**config.mk**
```make
export PLATFORM = sky130hd
export DESIGN_NAME = uart_msg_decoder
export DESIGN_NICKNAME = d
export VERILOG_FILES = /design/src/rtl/uart_msg_decoder.sv
export SDC_FILE = /design/constraint.sdc
export NUM_CORES = 1
export LEC_CHECK = 0
export CAP_MARGIN = 20
export CORE_ASPECT_RATIO = 1.5
export CORE_UTILIZATION = 45
export DETAILED_ROUTE_END_ITERATION = 10
export GPL_ROUTABILITY_DRIVEN = 0
export MAX_ROUTING_LAYER = met4
export PLACE_DENSITY = 0.67
export SLEW_MARGIN = 20
export SYNTH_ARGS = -nofsm -noshare
export SYNTH_HDL_FRONTEND = slang
export SYNTH_SLANG_ARGS = --single-unit
```
**constraint.sdc**
```tcl
create_clock -name clk_50M -period 4.75 [get_ports clk_50M]
set_clock_uncertainty 0.15 [all_clocks]
set_input_delay 0.7125 -clock clk_50M [delete_from_list [all_inputs] [get_ports clk_50M]]
set_output_delay 0.7125 -clock clk_50M [all_outputs]
set_load 0.05 [all_outputs]
```
**src/rtl/uart_msg_decoder.sv**
```systemverilog
// uart_msg_decoder: collects UART bytes into a frame buffer up to a terminator,
// then decodes Fault (IFM) and Pick-Block (PBM) messages into fault pulses,
// a held pick request with block location, malformed-frame errors and a
// valid-frame counter.
module uart_msg_decoder #(
    parameter int          MAX_LEN     = 12,
    parameter int          NUM_LOC     = 4,
    parameter int          LOC_W       = 2,
    parameter int          FAULT_PULSE = 1,
    parameter logic [7:0]  TERM        = 8'h23
) (
    input  logic             clk_50M,
    input  logic             rst_n,
    input  logic [7:0]       rx_msg,
    input  logic             rx_complete,
    input  logic             pick_ack,
    output logic             EU_fault_flag,
    output logic             CU_fault_flag,
    output logic             RU_fault_flag,
    output logic             pick_block_flag,
    output logic [LOC_W-1:0] block_location,
    output logic             msg_error,
    output logic [7:0]       frame_count
);

    localparam int               IDX_W     = $clog2(MAX_LEN);
    localparam int               CNT_W     = $clog2(FAULT_PULSE + 1);
    localparam logic [IDX_W-1:0] IDX_LAST  = IDX_W'(MAX_LEN - 1);
    localparam logic [CNT_W-1:0] CNT_LAST  = CNT_W'(FAULT_PULSE);
    localparam logic [7:0]       DIGIT_MAX = 8'(8'h30 + NUM_LOC);

    typedef enum logic [1:0] {COLLECT, DISCARD, DECODE, PULSE} state_t;
    typedef enum logic [1:0] {UNIT_NONE, UNIT_E, UNIT_C, UNIT_R} unit_t;

    state_t           state, state_nxt;
    logic [IDX_W-1:0] idx, idx_nxt;
    logic [7:0]       frame_buf [MAX_LEN];
    logic             rx_prev;
    logic             byte_edge;
    logic             buf_wr, buf_clr;
    logic             disc_term;
    logic [CNT_W-1:0] pcnt;
    logic             first_pulse, pulse_end;

    // Decode results, evaluated in DECODE and held through PULSE.
    unit_t            unit_dec, unit_q;
    logic             pbm_dec, pbm_q, err_q;
    logic [LOC_W-1:0] loc_dec, loc_q;

    assign byte_edge   = rx_complete & ~rx_prev;
    assign first_pulse = (state == PULSE) && (pcnt == '0);
    assign pulse_end   = (state == PULSE) && (pcnt == CNT_LAST);

    // State and write-index register.
    // NOTE: sequential state uses non-blocking (<=) so every flop samples pre-edge values.
    always_ff @(posedge clk_50M or negedge rst_n) begin
        if (!rst_n) begin
            state <= COLLECT;
            idx   <= '0;
        end else begin
            state <= state_nxt;
            idx   <= idx_nxt;
        end
    end

    // Next-state logic and buffer write/clear controls.
    // NOTE: every combinational output gets a default first so no latch is inferred.
    always_comb begin
        state_nxt = state;
        idx_nxt   = idx;
        buf_wr    = 1'b0;
        buf_clr   = 1'b0;
        case (state)
            COLLECT: begin
                if (byte_edge) begin
                    buf_wr = 1'b1;
                    if (rx_msg == TERM) begin
                        state_nxt = DECODE;
                        idx_nxt   = '0;
                    end else if (idx == IDX_LAST) begin
                        state_nxt = DISCARD;
                        idx_nxt   = '0;
                    end else begin
                        idx_nxt = idx + IDX_W'(1);
                    end
                end
            end
            DISCARD: begin
                if (disc_term) begin
                    state_nxt = COLLECT;
                    buf_clr   = 1'b1;
                end
            end
            DECODE: state_nxt = PULSE;
            PULSE: begin
                if (pcnt == CNT_LAST) begin
                    state_nxt = COLLECT;
                    buf_clr   = 1'b1;
                end
            end
            default: state_nxt = COLLECT;
        endcase
    end

    // Rising-edge history of rx_complete, tracked in every state so a held level never recaptures.
    always_ff @(posedge clk_50M or negedge rst_n) begin
        if (!rst_n) rx_prev <= 1'b0;
        else        rx_prev <= rx_complete;
    end

    // Frame buffer: byte write in COLLECT, full clear when a frame is finished.
    // NOTE: this memory is reset because unwritten positions must read 0x00 in DECODE.
    always_ff @(posedge clk_50M or negedge rst_n) begin
        if (!rst_n) begin
            for (int i = 0; i < MAX_LEN; i++) frame_buf[i] <= 8'h00;
        end else if (buf_clr) begin
            for (int i = 0; i < MAX_LEN; i++) frame_buf[i] <= 8'h00;
        end else if (buf_wr) begin
            frame_buf[idx] <= rx_msg;
        end
    end

    // Marks the closing terminator of an overflowed frame; error is reported one cycle later.
    always_ff @(posedge clk_50M or negedge rst_n) begin
        if (!rst_n) disc_term <= 1'b0;
        else        disc_term <= (state == DISCARD) && !disc_term && byte_edge && (rx_msg == TERM);
    end

    // Message pattern matching on the buffered frame.
    always_comb begin
        unit_dec = UNIT_NONE;
        if ({frame_buf[0], frame_buf[1], frame_buf[2], frame_buf[3]} == "IFM-") begin
            case (frame_buf[4])
                "E":     unit_dec = UNIT_E;
                "C":     unit_dec = UNIT_C;
                "R":     unit_dec = UNIT_R;
                default: unit_dec = UNIT_NONE;
            endcase
        end
        pbm_dec = ({frame_buf[0], frame_buf[1], frame_buf[2], frame_buf[3],
                    frame_buf[4], frame_buf[5], frame_buf[6], frame_buf[7]} == "PBM-SU-B")
                  && (frame_buf[8] >= 8'h31) && (frame_buf[8] <= DIGIT_MAX);
        loc_dec = LOC_W'(frame_buf[8] - 8'h31);
    end

    // Latch the decode verdict at the end of DECODE.
    always_ff @(posedge clk_50M or negedge rst_n) begin
        if (!rst_n) begin
            unit_q <= UNIT_NONE;
            pbm_q  <= 1'b0;
            err_q  <= 1'b0;
            loc_q  <= '0;
        end else if (state == DECODE) begin
            unit_q <= unit_dec;
            pbm_q  <= pbm_dec;
            err_q  <= (unit_dec == UNIT_NONE) && !pbm_dec;
            loc_q  <= loc_dec;
        end
    end

    // Fault-pulse length counter, running only in PULSE.
    always_ff @(posedge clk_50M or negedge rst_n) begin
        if (!rst_n)                                pcnt <= '0;
        else if (state == PULSE && !pulse_end)     pcnt <= pcnt + CNT_W'(1);
        else                                       pcnt <= '0;
    end

    // Output registers: fault pulses, pick handshake, error pulse and frame counter.
    always_ff @(posedge clk_50M or negedge rst_n) begin
        if (!rst_n) begin
            EU_fault_flag   <= 1'b0;
            CU_fault_flag   <= 1'b0;
            RU_fault_flag   <= 1'b0;
            pick_block_flag <= 1'b0;
            block_location  <= '0;
            msg_error       <= 1'b0;
            frame_count     <= 8'd0;
        end else begin
            if (first_pulse) begin
                EU_fault_flag <= (unit_q == UNIT_E);
                CU_fault_flag <= (unit_q == UNIT_C);
                RU_fault_flag <= (unit_q == UNIT_R);
            end else if (pulse_end) begin
                EU_fault_flag <= 1'b0;
                CU_fault_flag <= 1'b0;
                RU_fault_flag <= 1'b0;
            end
            if (first_pulse && pbm_q) begin
                pick_block_flag <= 1'b1;
                block_location  <= loc_q;
            end else if (pick_ack) begin
                pick_block_flag <= 1'b0;
            end
            msg_error <= (first_pulse && err_q) || disc_term;
            if (first_pulse && !err_q) frame_count <= frame_count + 8'd1;
        end
    end

endmodule

```
# Word-level counts from Yosys, hierarchy flattened
# Cells that the tools add are included.
# Widths: inputs -> output; s select.
op_classes:
  add_sub_neg: 4
  magnitude_cmp: 4
  n_eq_ne: 17
  mux: 27
  bitwise: 4
  reduce_logical: 25
ops:
  columns: ["cell", "count"]
  rows:
  - ["$mux 96", 2]
  - ["$bwmux 96", 1]
  - ["$eq 64x63->1 const B", 1]
  - ["$demux 8 s4", 1]
  - ["$eq 32x31->1 const B", 1]
  - ["$eq 8x7->1 const B", 3]
  - ["$logic_and 1x1->1", 13]
  - ["$mux 2", 6]
  - ["$mux 1", 11]
  - ["$add 8x1->8 const B", 1]
  - ["$eq 2x2->1 const B", 4]
  - ["$eq 8x6->1 const B", 1]
  - ["$ge 8x6->1 const B", 1]
  - ["$le 8x6->1 const B", 1]
  - ["$mux 4", 2]
  - ["$mux 8", 1]
  - ["$pmux 2 s4", 1]
  - ["$ne 2x2->1 const B", 3]
  - ["$pmux 2 s3", 1]
  - ["$reduce_bool 2->1", 3]
  - ["$ge 5x5->1 const B", 1]
  - ["$lt 5x1->1 const B", 1]
  - ["$not 4->5", 1]
  - ["$add 4x1->4 const B", 1]
  - ["other kinds (13)", 19]
word_totals:
  register_bits: 126
  input_bits: 12
  elab_cells: 109

# Depth between registers and ports, before layout
# Gate-level depths: netlist of run 1.
depth:
  depth_word: 8
  ltp_mapped: 7
  ltp_nobuf: 7

# Worst setup path before layout of run 1
# OpenSTA, ideal clock, no wires.
synth_path:
  kind: "input to register"
  from: "in rx_msg[2]"
  to: "reg idx[3]"
  setup_time_ps: 122
  arrival_ps: 2067
  setup_slack_ps: 2411
  stages: 6
  path_cell_list: "buf_6 > or4b_2 > nor4_4 > a21o_1 > o21ai_0 > o2bb2ai_1"
synth_via:
  elab_chain_len: 2
synth_lines:
  columns: ["item", "line", "text"]
  rows:
  - ["start, declared", "14", "input logic [7:0] rx_msg,"]
  - ["$eq 8x6->1", "77", "if (rx_msg == TERM) begin"]
  - ["$mux 4", "77", null]
  - ["end signal, assigned", "62", "idx <= idx_nxt;"]
  - ["end, declared", "36", "logic [IDX_W-1:0] idx, idx_nxt;"]
# No other way between the ends.
# A chain may end at the register's enable or synchronous reset.

# Worst setup path after layout of run 1
layout_path:
  from: "in rx_complete"
  to: "reg frame_buf[62] (netlist bit)"
layout_via:
  elab_chain_len: 4
layout_lines:
  columns: ["item", "line", "text"]
  rows:
  - ["start, declared", "15", "input logic rx_complete,"]
  - ["$and 1x1->1", "50", "assign byte_edge = rx_complete & ~rx_prev;"]
  - ["$mux 1", "75", "if (byte_edge) begin"]
  - ["$mux 1", "73", "case (state)"]
  - ["$reduce_bool 2->1 (no line)", null, null]
  - ["end signal, assigned by index", "119", "frame_buf[idx] <= rx_msg;"]
  - ["end, declared", "37", "logic [7:0] frame_buf [MAX_LEN];"]
# No other way between the ends.

==> results of run 1 <==
worst paths after layout:
path                                                 from                   endpoint  depth (start not counted)
min in group clk_50M            CU_fault_flag$_DFFE_PN0P_  CU_fault_flag$_DFFE_PN0P_                          2
worst min register to register  CU_fault_flag$_DFFE_PN0P_  CU_fault_flag$_DFFE_PN0P_                          2
worst min-delay path                                rst_n       state[0]$_DFFE_PN0P_                          1
max in group asynchronous                           rst_n  frame_buf[52]$_DFFE_PN0P_                          2
worst max register to register       state[1]$_DFFE_PN0P_  frame_buf[62]$_DFFE_PN0P_                          5
worst max-delay path                          rx_complete  frame_buf[62]$_DFFE_PN0P_                          6
state kept, by name, summed over array words and instances (netlist names):
name	count
rx_prev	1
frame_buf	72
EU_fault_flag	1
CU_fault_flag	1
block_location	2
pbm_q	1
state	2
msg_error	1
pick_block_flag	1
pcnt	1
err_q	1
idx	4
RU_fault_flag	1
loc_q	2
disc_term	1
unit_q	2
frame_count	8
layout make-up:
type | instances | area [sq um] | share of cell area (%)
clock buffer | 11 | 253 | 4.76
clock inverter | 5 | 57.6 | 1.08
inverter | 9 | 33.8 | 0.636
multi-input combinational | 338 | 1890 | 35.6
sequential | 102 | 2550 | 48.1
tap | 141 | 176 | 3.32
timing repair buffer | 36 | 345 | 6.50
stage by stage:
step	setup slack [ns]	cell area (sq um)	cells
3_3_place_gp	1.52	4980	625
3_5_place_dp	1.50	5000	626
2_1_floorplan	2.41	4720	479
5_1_grt	1.66	5310	642
4_1_cts	1.86	5310	642
6_report	1.85	5310	642
cell usage in the layout, fill, tap and decap left out, drive strengths merged, types with 4 or more instances in the layout:
cell type,Yosys,layout
ha,8,8
nor2b,6,6
nand4,6,6
dfrtp,102,102
nand2,124,124
clkbuf,9,11
mux2i,9,9
nor4b,7,7
xor2,5,5
nor2,14,14
inv,9,9
and2,7,7
nor4,4,4
a21oi,65,65
nor4bb,6,6
nand3,36,36
buf,20,11
o21ai,8,8
clkdlybuf4s50,0,25
kinds of logic (layout without fill, tap and decap cells):
| family | Yosys count | after routing | share of synthesized area, % |
|---|---|---|---|
| AOI/OAI and AO/OA | 84 | 84 | 9.64 |
| xor gates and xnor gates | 8 | 8 | 1.48 |
| adders and majority gates | 8 | 8 | 2.12 |
| buffers and inverters | 39 | 61 | 6.07 |
| DFF | 102 | 102 | 54.0 |
| muxes | 12 | 12 | 2.62 |
| and+or+nand+nor | 226 | 226 | 24.0 |
synthesized netlist by cell type (7+ instances only):
master | number | area share, %
nor2_1 | 14 | 1.1
clkbuf_1 | 7 | 0.56
nor4b_1 | 7 | 1.3
nand3_1 | 36 | 3.8
nand2_1 | 124 | 9.9
dfrtp_1 | 102 | 54
a21oi_1 | 65 | 6.9
inv_1 | 9 | 0.72
o21ai_0 | 8 | 0.85
and2_1 | 7 | 0.93
buf_6 | 14 | 3.3
ha_1 | 8 | 2.1
mux2i_1 | 9 | 1.9
power by group through the flow:
| stage | Combinational (uW) | Sequential [uW] | Clock (uW) |
|---|---|---|---|
| 3_3_place_gp | 615 | 1360 | 0 |
| 5_1_grt | 724 | 1400 | 804 |
| 2_1_floorplan | 501 | 1330 | 0 |
| 3_5_place_dp | 641 | 1380 | 0 |
| 6_report | 638 | 1360 | 759 |
| 4_1_cts | 647 | 1360 | 769 |
layer usage:
layer	track usage (%)	wire length [um]	share of wire (%)	vias to the layer above
met5	-	0	0	-
met4	8.82	258	2.4	0
met3	3.29	383	3.6	19
met2	37.6	5580	53	84
met1	25.4	4320	41	1751
li1	-	-	-	1667
worst max-delay path, cell delays in order:
cell             delay (ns)
clkdlybuf4s50_1        0.48
or4b_4                 0.52
nor3b_4                0.64
nand2_1                0.37
nand2_1                0.15
a21oi_1                0.07
==> results.yml, run 1 <==
worst_setup_path:
  arrival_ns: 2.95
  worst-r2r-setup-slack_ns: 2.12
  cp-end-kind: "flip-flop"
  cp_max_fo: 19
  start_kind: "input port"
  critPathKind: "input port to flip-flop"
  cp.required_ns: 4.80
power_and_ir_drop:
  intPower_uw: 1880
  p_per_area_mw_per_mm2: 519
  ir_drop_mv: 0.220
  p_sw_share_pct: 31.8
  power.share.sequential_pct: 49.3
  clkPwrFrac_pct: 27.6
  p_leak_uw: 0.00229
  p_switching_uw: 876
  p_comb_share_pct: 23.2
  power_uw: 2750
sta:
  slew_violations: 0
  period_needed_ns: 2.90
  finalSetupViolations: 0
  hold_viol: 0
  rsz0062_at_grt: "no"
  whs_ns: 0.320
  setup_tns_ns: 0
  worstMarginPinSlew_ns: 0.842
  max_freq_mhz: 345
  maxSlewHeadroom_pct: 43.9
  fin_crit_sh_pct: 61.0
global_route:
  antenna_found_initial: 0
  track_usage_pct: 21.8
  grt_start_max_net_pins: 67
  grt_pass1_wl_um: 17800
  grt_pass1_vias: 3425
  overflow: 0
run_status:
  outcome: "finished, final reports clean"
clock_tree:
  postCtsHoldBufs: 0
  post_cts_buffers: 0
  ctsResizeCount: 0
  cts_made_buffers: 9
  htree_levels: 3
  cts_tree: "yes"
  clock_path_buffers: 2
  clkTransAtPathRegs_ns: 0.07
  clock_latency_ns: 0.34
  cts_root_buf: "clkbuf_16"
  cts.sinks: 102
floorplan:
  die_x_um: 85.7
  io_pins: 27
  start_util_pct: 46.3
  rows: 45
  fp.dieArea_sq_mm: 0.0109
  core_sq_mm: 0.0102
  die_h_um: 127
flow_run:
  cap_violations: 0
logic_synthesis:
  synth_seq_cells: 102
  yosysWarnings: 0
  synth-main-ff-cell: "dfrtp_1"
  synth_edf_count: 0
  syn_area_sq_mm: 0.00472
  yosysSeqAreaShare_pct: 54.0
  synthCells: 479
  synth_cell_types: 47
  async_reset_ff_share_pct: 100
  syn_avg_cell_area_sq_um: 9.86
  synth_fp_nets: 499
final_layout:
  layout.nets: 516
  n_fill_cell: 928
  final_core_utilization_pct: 52.1
  layout-drive-gt1-share_pct: 8.18
  area_delta_synth_final_pct: 12.4
  num_antenna_cells: 0
place:
  io_buffers: 26
  dp_hpwl_um: 7180
route:
  viasPerCell: 5.48
  drt_iter0_drc: 258
  routed-via-count: 3521
  wirelength_um: 10500
  wl_per_cell_um: 16.4
  antenna_left: 0
  drcViolationCount: 0
  firstDrtPassIters: 5
min_path:
  hp-class: "input port to asynchronous set/reset pin"
Power figures use the tool's default switching activity.
==> inputs of run 2 (changes only) <==
==> constraint.sdc (replaced) <==
create_clock -name clk_50M -period 2.8 [get_ports clk_50M]
set_clock_uncertainty 0.15 [all_clocks]
set_input_delay 0.42 -clock clk_50M [delete_from_list [all_inputs] [get_ports clk_50M]]
set_output_delay 0.42 -clock clk_50M [all_outputs]
set_load 0.05 [all_outputs]
==> run 2 against run 1 <==
  * Critical path type is now flip-flop to flip-flop
  * Clock-buffer cell count is the same
  * Critical endpoint is now err_q$_DFFE_PN0P_
  * Combinational power increased by 74%
  * Worst setup slack lost 1.4 ns
==> results.yml, run 2 (synthesis gave the netlist of run 1 again) <==
global_route:
  grt_pass1_wl_um: 17700
  grt_pass1_vias: 3505
  antenna_found_initial: 0
  track_usage_pct: 22.0
  grt_start_max_net_pins: 74
  overflow: 0
route:
  antenna_left: 0
  wl_per_cell_um: 16.4
  drt_iter0_drc: 272
  viasPerCell: 5.36
  wirelength_um: 10600
  firstDrtPassIters: 6
  routed-via-count: 3476
  drcViolationCount: 0
final_layout:
  reg.largest.list: "frame_buf: 72 flops, frame_count: 8 flops, idx: 4 flops"
  final_common_cell: "nand2_1"
  regMostFlops: "frame_buf"
  area_delta_synth_final_pct: 13.5
  layout-drive-gt1-share_pct: 8.86
  largest_reg_flops: 72
  num_antenna_cells: 0
  layout.nets: 523
  layout_common_cells: "124 x nand2_1, 102 x dfrtp_1, 65 x a21oi_1"
clock_tree:
  cts_made_buffers: 9
  post_cts_buffers: 0
  cts_root_buf: "clkbuf_16"
  cts.sinks: 102
  clock_path_buffers: 2
  clkTransAtPathRegs_ns: 0.06
  clock_latency_ns: 0.35
  cts_tree: "yes"
  ctsResizeCount: 0
  htree_levels: 3
  postCtsHoldBufs: 1
worst_setup_path:
  critPathBufInv: 0
  critPathKind: "flip-flop to flip-flop"
  worst-r2r-setup-slack_ns: 0.49
  ff2ff_path_depth: 4
  cp-end-kind: "flip-flop"
  path_delay_family: "simple AND/OR/NAND/NOR gates"
  cp.required_ns: 2.88
  arrival_ns: 2.39
  r2r_end: "err_q$_DFFE_PN0P_"
  start_kind: "flip-flop"
  max_stage_delay_ns: 0.70
  cp_max_fo: 3
  path_depth: 4
  rr_startpoint: "frame_buf[77]$_DFFE_PN0P_"
  crit_chain: "or4b_2 -> nor4_1 -> nand4_1 -> o221a_2"
  crit_slowest_cell: "or4b_2"
sta:
  max_freq_mhz: 433
  period_needed_ns: 2.31
  hold_viol: 0
  slew_violations: 0
  fin_crit_sh_pct: 82.4
  whs_ns: 0.313
  rsz0062_at_grt: "no"
  maxSlewHeadroom_pct: 57.5
  finalSetupViolations: 0
  setup_tns_ns: 0
  worstMarginPinSlew_ns: 0.637
power_and_ir_drop:
  power_uw: 4630
  ir_drop_mv: 0.390
  p_per_area_mw_per_mm2: 863
  p_leak_uw: 0.00233
min_path:
  min-delay-start: "frame_count[7]$_DFFE_PN0P_"
  hp-class: "flip-flop to flip-flop"
  hold_path_end: "frame_count[7]$_DFFE_PN0P_"
  whs_path_depth: 1
floorplan:
  start_util_pct: 46.3
  fp.dieArea_sq_mm: 0.0109
  die_h_um: 127
  io_pins: 27
  rows: 45
  die_x_um: 85.7
  core_sq_mm: 0.0102
place:
  io_buffers: 26
  dp_hpwl_um: 7250
run_status:
  outcome: "finished, final reports clean"
flow_run:
  cap_violations: 0
## run 2: changes by cell type in the layout (fill, tap and decap cells not counted)
| cell | delta |
|---|---|
| buf_4 | +4 |
| clkbuf_8 | -2 |
| clkinvlp_4 | -3 |
| clkbuf_1 | +2 |
| buf_12 | +2 |
| clkinv_2 | +3 |
| dlygate4sd3_1 | +1 |
## run 2: how the worst max path moves through the flow
| stage | from | end | slack (ns) |
|---|---|---|---|
| after floorplan | state[1]$_DFFE_PN0P_ | frame_buf[32]$_DFFE_PN0P_ | 0.71 |
| after global placement | rx_complete | frame_buf[60]$_DFFE_PN0P_ | 0.20 |
| after detailed placement | rx_complete | frame_buf[57]$_DFFE_PN0P_ | 0.17 |
| after CTS | frame_buf[77]$_DFFE_PN0P_ | err_q$_DFFE_PN0P_ | 0.50 |
| after global routing | state[1]$_DFFE_PN0P_ | frame_buf[83]$_DFFE_PN0P_ | 0.38 |
| final | frame_buf[77]$_DFFE_PN0P_ | err_q$_DFFE_PN0P_ | 0.49 |
## run 2: area by class of cell
class | count | area (sq um)
Clock inverter | 5 | 50.0
Inverter | 9 | 33.8
Fill cell | 924 | 4830
Sequential cell | 102 | 2550
Multi-Input combinational cell | 338 | 1890
Tap cell | 141 | 176
Timing Repair Buffer | 43 | 425
Clock buffer | 11 | 233
## run 2: per-stage QoR
stage | setup WS, ns | std cells | instance area [sq um] | utilization (%)
2_1_floorplan | 0.709 | 479 | 4720 | -
3_3_place_gp | 0.197 | 632 | 5070 | 49.7
3_5_place_dp | 0.175 | 632 | 5070 | 49.7
4_1_cts | 0.497 | 649 | 5360 | 52.6
5_1_grt | 0.377 | 649 | 5360 | 52.6
6_report | 0.493 | 649 | 5360 | 52.6
## run 2: report_power, final
| group | switching (uW) | internal (uW) |
|---|---|---|
| logic | 606 | 505 |
| registers | 344 | 1960 |
| clock network | 525 | 687 |
| total | 1470 | 3150 |
## run 2: routing by layer
metal | vias to the layer above | GRT usage (%) | part of all wire, %
met5 | - | - | 0
met4 | 0 | 11.0 | 3.2
li1 | 1684 | - | -
met1 | 1695 | 24.9 | 40
met2 | 72 | 37.5 | 53
met3 | 25 | 3.62 | 3.8
==> inputs of run 3 (changes only) <==
--- a/config.mk
+++ b/config.mk
@@ -11,7 +11,7 @@
 export DETAILED_ROUTE_END_ITERATION = 10
 export GPL_ROUTABILITY_DRIVEN = 0
 export MAX_ROUTING_LAYER = met4
-export PLACE_DENSITY = 0.67
+export PLACE_DENSITY = 0.69
 export SLEW_MARGIN = 20
 export SYNTH_ARGS = -nofsm -noshare
 export SYNTH_HDL_FRONTEND = slang
==> constraint.sdc (replaced) <==
create_clock -name clk_50M -period 1.9 [get_ports clk_50M]
set_clock_uncertainty 0.15 [all_clocks]
set_input_delay 0.285 -clock clk_50M [delete_from_list [all_inputs] [get_ports clk_50M]]
set_output_delay 0.285 -clock clk_50M [all_outputs]
set_load 0.05 [all_outputs]
==> run 3 against run 2 <==
  * The run now ends with setup timing left
  * Global-route usage rose by 0.54 points
  * Worst hold slack got worse by 0.24 ns
  * Sequential power rose by 50%
  * Core utilization rose by 7.4 points
  * Sequential share of layout area fell by 5.9 points
  * Via count rose by 8.9%
  * Clock power rose by 76%
  * Register-to-register slack got worse by 0.60 ns
  * Final area rose by 14%
  * Largest cell class unchanged
  * Highest routed layer unchanged
==> results.yml, run 3 (synthesis gave the netlist of run 1 again) <==
run_status:
  outcome: "finished with violations"
  violations: "setup timing"
final_layout:
  final_common_cell: "dfrtp_1"
  instances_no_fill: 684
  layout.nets: 558
  layout-drive-gt1-share_pct: 31.5
  final_area_sq_mm: 0.00612
  layout_common_cells: "102 x dfrtp_1, 88 x nand2_1, 54 x a21oi_1"
  num_antenna_cells: 0
  largest_reg_flops: 72
  regMostFlops: "frame_buf"
  area_delta_synth_final_pct: 29.6
  reg.largest.list: "frame_buf: 72 flops, frame_count: 8 flops, idx: 4 flops"
worst_setup_path:
  critPathLaunch: "state[0]$_DFFE_PN0P_"
  cp.required_ns: 2.03
  critPathKind: "flip-flop to flip-flop"
  start_kind: "flip-flop"
  cp_max_fo: 9
  cp-end-kind: "flip-flop"
  arrival_ns: 2.14
  rr_startpoint: "state[0]$_DFFE_PN0P_"
route:
  antenna_left: 0
  drt_iter0_drc: 232
  firstDrtPassIters: 4
  routed-via-count: 3784
  viasPerCell: 5.53
  drcViolationCount: 0
  wl_per_cell_um: 17.0
  wirelength_um: 11700
sta:
  finalSetupViolations: 65
  worstMarginPinSlew_ns: 0.498
  period_needed_ns: 2.01
  max_freq_mhz: 497
  fin_crit_sh_pct: 106
  hold_viol: 0
  maxSlewHeadroom_pct: 66.7
  slew_violations: 0
  setup_tns_ns: -4.73
  whs_ns: 0.0701
  fin_ws_ns: -0.111
  rsz0062_at_grt: "yes"
global_route:
  overflow: 0
  grt_pass1_vias: 3732
  grt_pass1_wl_um: 18300
  antenna_found_initial: 0
  grt_start_max_net_pins: 74
  track_usage_pct: 22.5
place:
  placed_cell_area_sq_mm: 0.00525
  io_buffers: 26
  placed_cells: 656
  place_ws_ns: -0.490
  dp_hpwl_um: 7340
power_and_ir_drop:
  p_sw_share_pct: 31.9
  intPower_uw: 5360
  ir_drop_mv: 0.576
  p_comb_share_pct: 29.4
  p_switching_uw: 2510
  p_per_area_mw_per_mm2: 1290
  p_leak_uw: 0.00281
  power.share.sequential_pct: 43.6
  clkPwrFrac_pct: 27.0
clock_tree:
  cts_tree: "yes"
  clock_latency_ns: 0.35
  cts_made_buffers: 9
  clock_path_buffers: 2
  cts_root_buf: "clkbuf_16"
  htree_levels: 3
  cts.sinks: 102
  clkTransAtPathRegs_ns: 0.07
min_path:
  hp-class: "input port to flip-flop"
  min-delay-start: "rx_complete"
floorplan:
  io_pins: 27
  die_h_um: 127
  die_x_um: 85.7
  core_sq_mm: 0.0102
  rows: 45
  fp.dieArea_sq_mm: 0.0109
  start_util_pct: 46.3
flow_run:
  cap_violations: 0
## run 3: power by group through the flow
| stage | sequential (uW) | clock, uW | combinational (uW) |
|---|---|---|---|
| 2_1_floorplan | 3340 | 0 | 1280 |
| 3_3_place_gp | 3350 | 0 | 1810 |
| 3_5_place_dp | 3390 | 0 | 1880 |
| 4_1_cts | 3390 | 2140 | 2070 |
| 5_1_grt | 3520 | 2220 | 2540 |
| 6_report | 3440 | 2130 | 2310 |
## run 3: path summary, 6_finish.rpt
check | endpoint | slack, ns | depth (start not counted)
hold / removal | rx_prev$_DFF_PN0_ | 0.07 | 1
min in group asynchronous | block_location[1]$_DFFE_PN0P_ | 0.28 | 2
hold reg to reg | frame_count[7]$_DFFE_PN0P_ | 0.32 | 1
max in group asynchronous | frame_buf[94]$_DFFE_PN0P_ | 0.74 | 3
setup / recovery | frame_buf[60]$_DFFE_PN0P_ | -0.11 | 6
setup reg to reg | frame_buf[60]$_DFFE_PN0P_ | -0.11 | 6
## run 3: what timing repair did
item / 4_1_cts / 5_1_grt
pin swaps: 32 / 30
gates cloned: 2 / 2
setup buffers: 7 / 3
resized for setup: 48 / 59
hold endpoints to repair: 30 / 0
hold buffers: 1 / 0
endpoints found under the setup margin: 68 / 77
## run 3: critical path, cell delays in order (launching register included)
cell,delay [ns]
dfrtp_1,0.38
or4b_4,0.59
nor3b_4,0.28
buf_6,0.18
buf_16,0.13
nand3_2,0.09
a21oi_2,0.14
## run 3: metal layers
metal | global-route usage (%) | part of all wire (%) | wire length (um) | up-vias
li1 | - | - | - | 1752
met3 | 3.49 | 3.3 | 387 | 34
met2 | 38.3 | 55 | 6350 | 96
met1 | 25.6 | 39 | 4510 | 1902
met5 | - | 0 | 0 | -
met4 | 11.7 | 3.4 | 401 | 0
## run 3: stage by stage
step                      utilization, %  power, uW
after floorplan                        -       4620
after global placement              51.5       5160
after detailed placement            51.5       5260
after CTS                           57.4       7600
after global routing                60.0       8280
final                               60.0       7880
## run 3: final cells by class
class / instances / area (sq um)
Fill cell: 815 / 4070
Clock inverter: 2 / 60.1
Multi-Input combinational cell: 338 / 2240
Sequential cell: 102 / 2550
Tap cell: 141 / 176
Timing Repair Buffer: 78 / 761
Inverter: 9 / 33.8
Clock buffer: 14 / 294
